$ cat config.mk
export PLATFORM = sky130hd
export DESIGN_NAME = irq_ctl
export DESIGN_NICKNAME = d
export VERILOG_FILES = /design/src/rtl/irq_ctl_pkg.sv /design/src/rtl/irq_prio_enc.sv /design/src/rtl/irq_ctl.sv
export SDC_FILE = /design/constraint.sdc
export NUM_CORES = 1
export LEC_CHECK = 0
export BUFFER_PORTS_ARGS = -buffer_cell sky130_fd_sc_hd__clkbuf_2
export CAP_MARGIN = 15
export CORE_MARGIN = 1
export CORE_UTILIZATION = 35
export CTS_CLUSTER_SIZE = 16
export DETAILED_ROUTE_END_ITERATION = 8
export PLACE_DENSITY_LB_ADDON = 0.05
export SLEW_MARGIN = 20
export SYNTH_ARGS = -nofsm -noshare
export SYNTH_HDL_FRONTEND = slang
export SYNTH_SLANG_ARGS = --single-unit
export TNS_END_PERCENT = 100
$ cat constraint.sdc
create_clock -name clk -period 1.6 [get_ports clk]
set_input_delay 0 -clock clk [delete_from_list [all_inputs] [get_ports clk]]
set_output_delay 0 -clock clk [all_outputs]
set_load 0.005 [all_outputs]
$ cat src/rtl/irq_ctl_pkg.sv
// Shared definitions for the interrupt controller: FSM state encodings and register map.
package irq_ctl_pkg;

   typedef enum logic [1:0] {
      IRQ_IDLE = 2'd0,
      IRQ_REQ  = 2'd1,
      IRQ_SERV = 2'd2
   } irq_state_t;

   localparam logic [1:0] IRQ_A_MASK = 2'd0;
   localparam logic [1:0] IRQ_A_PEND = 2'd1;
   localparam logic [1:0] IRQ_A_STAT = 2'd2;
   localparam logic [1:0] IRQ_A_SOFT = 2'd3;

endpackage

$ cat src/rtl/irq_prio_enc.sv
// Combinational priority encoder: lowest set index wins; o_valid flags any bit set.
module irq_prio_enc #(
   parameter int N_SRC = 8,
   parameter int ID_W  = 3
) (
   input  logic [N_SRC-1:0] i_req,
   output logic             o_valid,
   output logic [ID_W-1:0]  o_id
);

   always_comb begin
      o_valid = |i_req;
      o_id    = '0;
      // Scan downwards so the lowest index is the last assignment to stick.
      for (int i = N_SRC - 1; i >= 0; i--) begin
         if (i_req[i]) o_id = ID_W'(i);
      end
   end

endmodule

$ cat src/rtl/irq_ctl.sv
// Interrupt controller: edge capture, mask/priority, irq/iack handshake FSM, CPU register port.
// Optional macro INTC_SYNC_EN adds a 2-flop synchroniser on every irq_src line.
module irq_ctl
   import irq_ctl_pkg::*;
#(
   parameter int               N_SRC    = 8,
   parameter int               ID_W     = 3,
   parameter logic [N_SRC-1:0] MASK_RST = '0
) (
   input  logic             clk,
   input  logic             rst,
   input  logic [N_SRC-1:0] irq_src,
   input  logic             iack,
   output logic             irq,
   output logic [ID_W-1:0]  irq_id,
   output logic             in_svc,
   input  logic             reg_wr,
   input  logic [1:0]       reg_addr,
   input  logic [N_SRC-1:0] reg_wdata,
   output logic [N_SRC-1:0] reg_rdata
);

   localparam int ST_W = ID_W + 2;

   irq_state_t       r_state, w_nxt_state;
   logic [N_SRC-1:0] r_hist, r_pend, r_mask;
   logic [ID_W-1:0]  r_irq_id;
   logic [N_SRC-1:0] w_src, w_rise, w_w1c, w_soft, w_svc_clr, w_pend_nxt, w_active;
   logic             w_win_valid;
   logic [ID_W-1:0]  w_win_id;
   logic [ST_W-1:0]  w_stat;
   logic [N_SRC-1:0] w_stat_rd;

`ifdef INTC_SYNC_EN
   logic [N_SRC-1:0] r_sync1, r_sync2;
   always_ff @(posedge clk) begin
      if (!rst) begin
         r_sync1 <= '0;
         r_sync2 <= '0;
      end else begin
         r_sync1 <= irq_src;
         r_sync2 <= r_sync1;
      end
   end
   assign w_src = r_sync2;
`else
   assign w_src = irq_src;
`endif

   assign w_rise    = w_src & ~r_hist;
   assign w_w1c     = (reg_wr && reg_addr == IRQ_A_PEND) ? reg_wdata : '0;
   assign w_soft    = (reg_wr && reg_addr == IRQ_A_SOFT) ? reg_wdata : '0;
   assign w_svc_clr = (r_state == IRQ_REQ && iack) ? (N_SRC'(1) << r_irq_id) : '0;
   // New edges and soft triggers override any clear landing in the same cycle.
   assign w_pend_nxt = (r_pend & ~w_w1c & ~w_svc_clr) | w_rise | w_soft;
   assign w_active   = r_pend & r_mask;

   irq_prio_enc #(.N_SRC(N_SRC), .ID_W(ID_W)) u_prio (
      .i_req   (w_active),
      .o_valid (w_win_valid),
      .o_id    (w_win_id)
   );

   always_ff @(posedge clk) begin
      if (!rst) begin
         r_hist   <= '0;
         r_pend   <= '0;
         r_mask   <= MASK_RST;
         r_irq_id <= '0;
      end else begin
         r_hist <= w_src;
         r_pend <= w_pend_nxt;
         if (reg_wr && reg_addr == IRQ_A_MASK) r_mask <= reg_wdata;
         if (r_state == IRQ_IDLE && w_nxt_state == IRQ_REQ) r_irq_id <= w_win_id;
      end
   end

   always_ff @(posedge clk) begin
      if (!rst) r_state <= IRQ_IDLE;
      else      r_state <= w_nxt_state;
   end

   // A request is only launched once iack is seen low, so a stale iack cannot ack it.
   always_comb begin
      w_nxt_state = r_state;
      case (r_state)
         IRQ_IDLE: if (w_win_valid && !iack) w_nxt_state = IRQ_REQ;
         IRQ_REQ:  if (iack)                 w_nxt_state = IRQ_SERV;
         IRQ_SERV: if (!iack)                w_nxt_state = IRQ_IDLE;
         default:                            w_nxt_state = IRQ_IDLE;
      endcase
   end

   always_comb begin
      irq    = (r_state == IRQ_REQ);
      in_svc = (r_state == IRQ_SERV);
      irq_id = r_irq_id;
   end

   assign w_stat = {in_svc, irq, r_irq_id};

   generate
      if (N_SRC > ST_W) begin : g_stat_pad
         assign w_stat_rd = {{(N_SRC - ST_W){1'b0}}, w_stat};
      end else if (N_SRC == ST_W) begin : g_stat_eq
         assign w_stat_rd = w_stat;
      end else begin : g_stat_trunc
         assign w_stat_rd = w_stat[N_SRC-1:0];
      end
   endgenerate

   always_comb begin
      reg_rdata = '0;
      case (reg_addr)
         IRQ_A_MASK: reg_rdata = r_mask;
         IRQ_A_PEND: reg_rdata = r_pend;
         IRQ_A_STAT: reg_rdata = w_stat_rd;
         default:    reg_rdata = '0;
      endcase
   end

endmodule

==> key figures <==
Yosys
  – Top cells by area, synth: dfxtp_1, mux2i_1, nor2b_1
  – Flops & latches, synth: 29
  – Yosys top cell area share: around 40%
  – Post-Synthesis Mean Instance Area: 8.93 um^2
  – Syn_nets: between 150 and 200
  – Cell count after synthesis: between 150 and 200
  – Mapped cell area: approximately 1500 um^2
  – Library cells used by synthesis: 36
  – Leading area contributor after synthesis: dfxtp_1
  – Syn. warnings: 0
  – Seq/Total Area, Yosys: around two fifths

Routing
  – WL met3: between 150 and 200 um
  – WL final: around 3500 um
  – DRC violations left: 0
  – Via count: ~1300
  – Final ANT Viol Nets: 0
  – Top layer in use: met4
  – Metal2 WL: between 1500 and 2000 um
  – Routed met1 length: around 1700 um
  – DRT iter0 DRCs: 41
  – Vias/cell: a little over 5
  – Drt wl/cell: about 13 um
  – Drt pass-1 iters: 4

Floorplanning
  – Initial Util: around 37%
  – Die Y: about 67 um
  – Row count: 23
  – Die Span X: between 60 and 70 um
  – # IOs: 35
  – Die ar.: 4450 um^2
  – Core ar.: about 4000 um^2

Global route
  – Largest net degree at the start of global routing: 31
  – Initial antenna violation count: 0
  – GRT Residual Overflow: 0
  – First-pass GRT wire length: 5580 um
  – Vias in the first global route: 1164
  – Total global-route track usage: 17.4%

CTS
  – CTS-repair resized insts: 0
  – Maximum clock path buffer count: 2
  – CTS tree: done
  – H-tree depth: 2
  – Skew-Pair Late Insertion Delay: approximately 0.28 ns
  – CTS clk-pin slew, worst paths: roughly 0.060 ns
  – Clock sinks: 29
  – Hold-fix buffers at CTS: 9
  – CTS Root Cell: clkbuf_8
  – Setup Fix Bufs, Post-CTS: 0
  – TritonCTS Buffers: 5

Power and ir drop
  – Clock Power Share: 39.2%
  – Gate power share: between 10% and 20%
  – PD cells: roughly 900 nW/um^2
  – Seq pwr share: a little under half
  – Leak Pwr: about 0.76 nW
  – Switch Pwr: 0.000410 W
  – Peak VDD IR: approximately 0.00057 V
  – Net switching share of the total power: approximately 25%
  – Internal power: roughly 0.0013 W

Setup path
  – Reg2reg setup slack: around 0.34 ns
  – CP Class: reg -> out
  – Slowest CP cell: dfxtp_1
  – Critical path data required time: around 1.6 ns
  – CP max stage delay: approximately 0.38 ns
  – CP Max Fanout: 5
  – CP endpoint kind: output port
  – CP arrival: around 1.3 ns
  – CP Cell Sequence: or2b_2, o22ai_1, clkbuf_2
  – CP startpoint kind: flop

Timing
  – Fin Setup TNS: 0 ns
  – Final min period: about 1.3 ns
  – Max Slew Vio Count: 0
  – Hold Fails Final Rpt: 0
  – Finish-stage setup viols: 0
  – Headroom to the max-slew limit: roughly two thirds
  – Final clock skew: 0.00709 ns
  – Worst slew pin tran: between 0.4 and 0.5 ns
  – Hold Slack: around 0.017 ns
  – Tcrit/Tclk final: about four fifths
  – RSZ-0062 raised after global routing: no
  – Fmax: between 0.7 and 0.8 GHz

Hold path
  – Hold crit path type: in -> reg

Cells and area
  – Final core utilization: 46.5%
  – Area of the multi-input gates: 842 um^2
  – Fin area: ~1900 um^2
  – Layout area overhead: 27.1%
  – Reg area: between 500 and 600 um^2
  – Number of nets in the layout: 229
  – Layout cell share with drive strength beyond 1: about a quarter
  – Fill cells: between 400 and 500
  – Leading cell type in the layout, fill and taps excluded: clkbuf_2
  – Final Non-Filler Cells: 258
  – Most frequent cells in the layout: clkbuf_2, dfxtp_1, nand2_1, nor2b_1, mux2i_1
  – Inserted Diodes: 0

Run
  – Max-Cap Viols: 0

Placement
  – Placed Area: approximately 1700 um^2
  – Port buffer count: 34
  – Routability Congestion: 0.875
  – HPWL Detailed: ~2500 um
  – Dpl cells: ~240

Run status
  – Status: finished, final reports clean
-- per-layer routing --
metal,vias up,track usage [%]
li1,667,-
met3,5,5.48
met2,31,25.6
met4,0,7.98
met1,601,22.9
met5,-,0
-- power groups by stage --
| stage | clock [W] | combinational (W) | sequential, W |
|---|---|---|---|
| 6_report | 0.000657 | 0.000220 | 0.000798 |
| 5_1_grt | 0.000720 | 0.000247 | 0.000803 |
| 4_1_cts | 0.000675 | 0.000223 | 0.000798 |
| 3_5_place_dp | 0 | 0.000205 | 0.000814 |
| 3_3_place_gp | 0 | 0.000203 | 0.000814 |
| 2_1_floorplan | 0 | 0.000134 | 0.000804 |
-- worst max-delay path: cells and delay by family (launching register included) --
family,cells,cell delay (ns)
buf+inv,1,0.13
simple gates,1,0.34
flops,1,0.38
compound gates,1,0.15
-- logic make-up after synthesis --
logic type	after synthesis	share of synthesized area, %
mux	16	10.9
compound gates	44	20.8
simple gates	65	25.8
flops	29	39.6
buf+inv	10	2.90
-- state kept, by name, summed over array words and instances (netlist names) --
| name | flops |
|---|---|
| r_mask | 8 |
| irq_id | 3 |
| r_pend | 8 |
| r_hist | 8 |
| r_state | 2 |
-- layout make-up --
type	count	share of cell area (%)
sequential	29	31.2
clock buffer	7	5.17
tap	50	3.36
multi-input combinational	125	45.2
timing repair buffer	44	14.4
inverter	2	0.403
clock inverter	1	0.269
-- Yosys cell counts --
cell type / n
a21boi_0: 1
a21boi_1: 8
a21oi_1: 13
a21oi_2: 1
a22oi_1: 2
a22oi_2: 2
a32oi_1: 2
a41o_1: 1
and2_1: 8
and3_1: 1
and3b_1: 1
buf_2: 1
buf_4: 1
clkbuf_1: 6
dfxtp_1: 29
inv_1: 1
inv_2: 1
mux2i_1: 16
nand2_1: 18
nand2b_1: 5
nand3_2: 1
nand3b_2: 1
nand4_1: 1
nor2_1: 5
nor2b_1: 17
nor3_1: 1
nor3b_1: 2
nor3b_2: 1
nor4b_1: 1
o211ai_1: 6
o21ai_0: 3
o21ai_1: 1
o22ai_1: 2
o311ai_1: 2
or2b_2: 1
or3_4: 1
-- path summary, 6_finish.rpt --
check / startpoint / endpoint / cells past startpoint
max: r_state[1] / reg_rdata[4] / 3
min: reg_wdata[4] / r_mask[4] / 3
max reg2reg: r_state[1] / r_pend[0] / 5
min reg2reg: r_state[1] / r_state[0] / 1
-- metrics by stage --
step	setup slack, ns	total power [W]
floorplan	0.491	0.000938
global placement	0.364	0.00102
detailed placement	0.338	0.00102
CTS	0.299	0.00170
global route	0.201	0.00177
finish	0.323	0.00168
(Power assumes the default switching activity.)
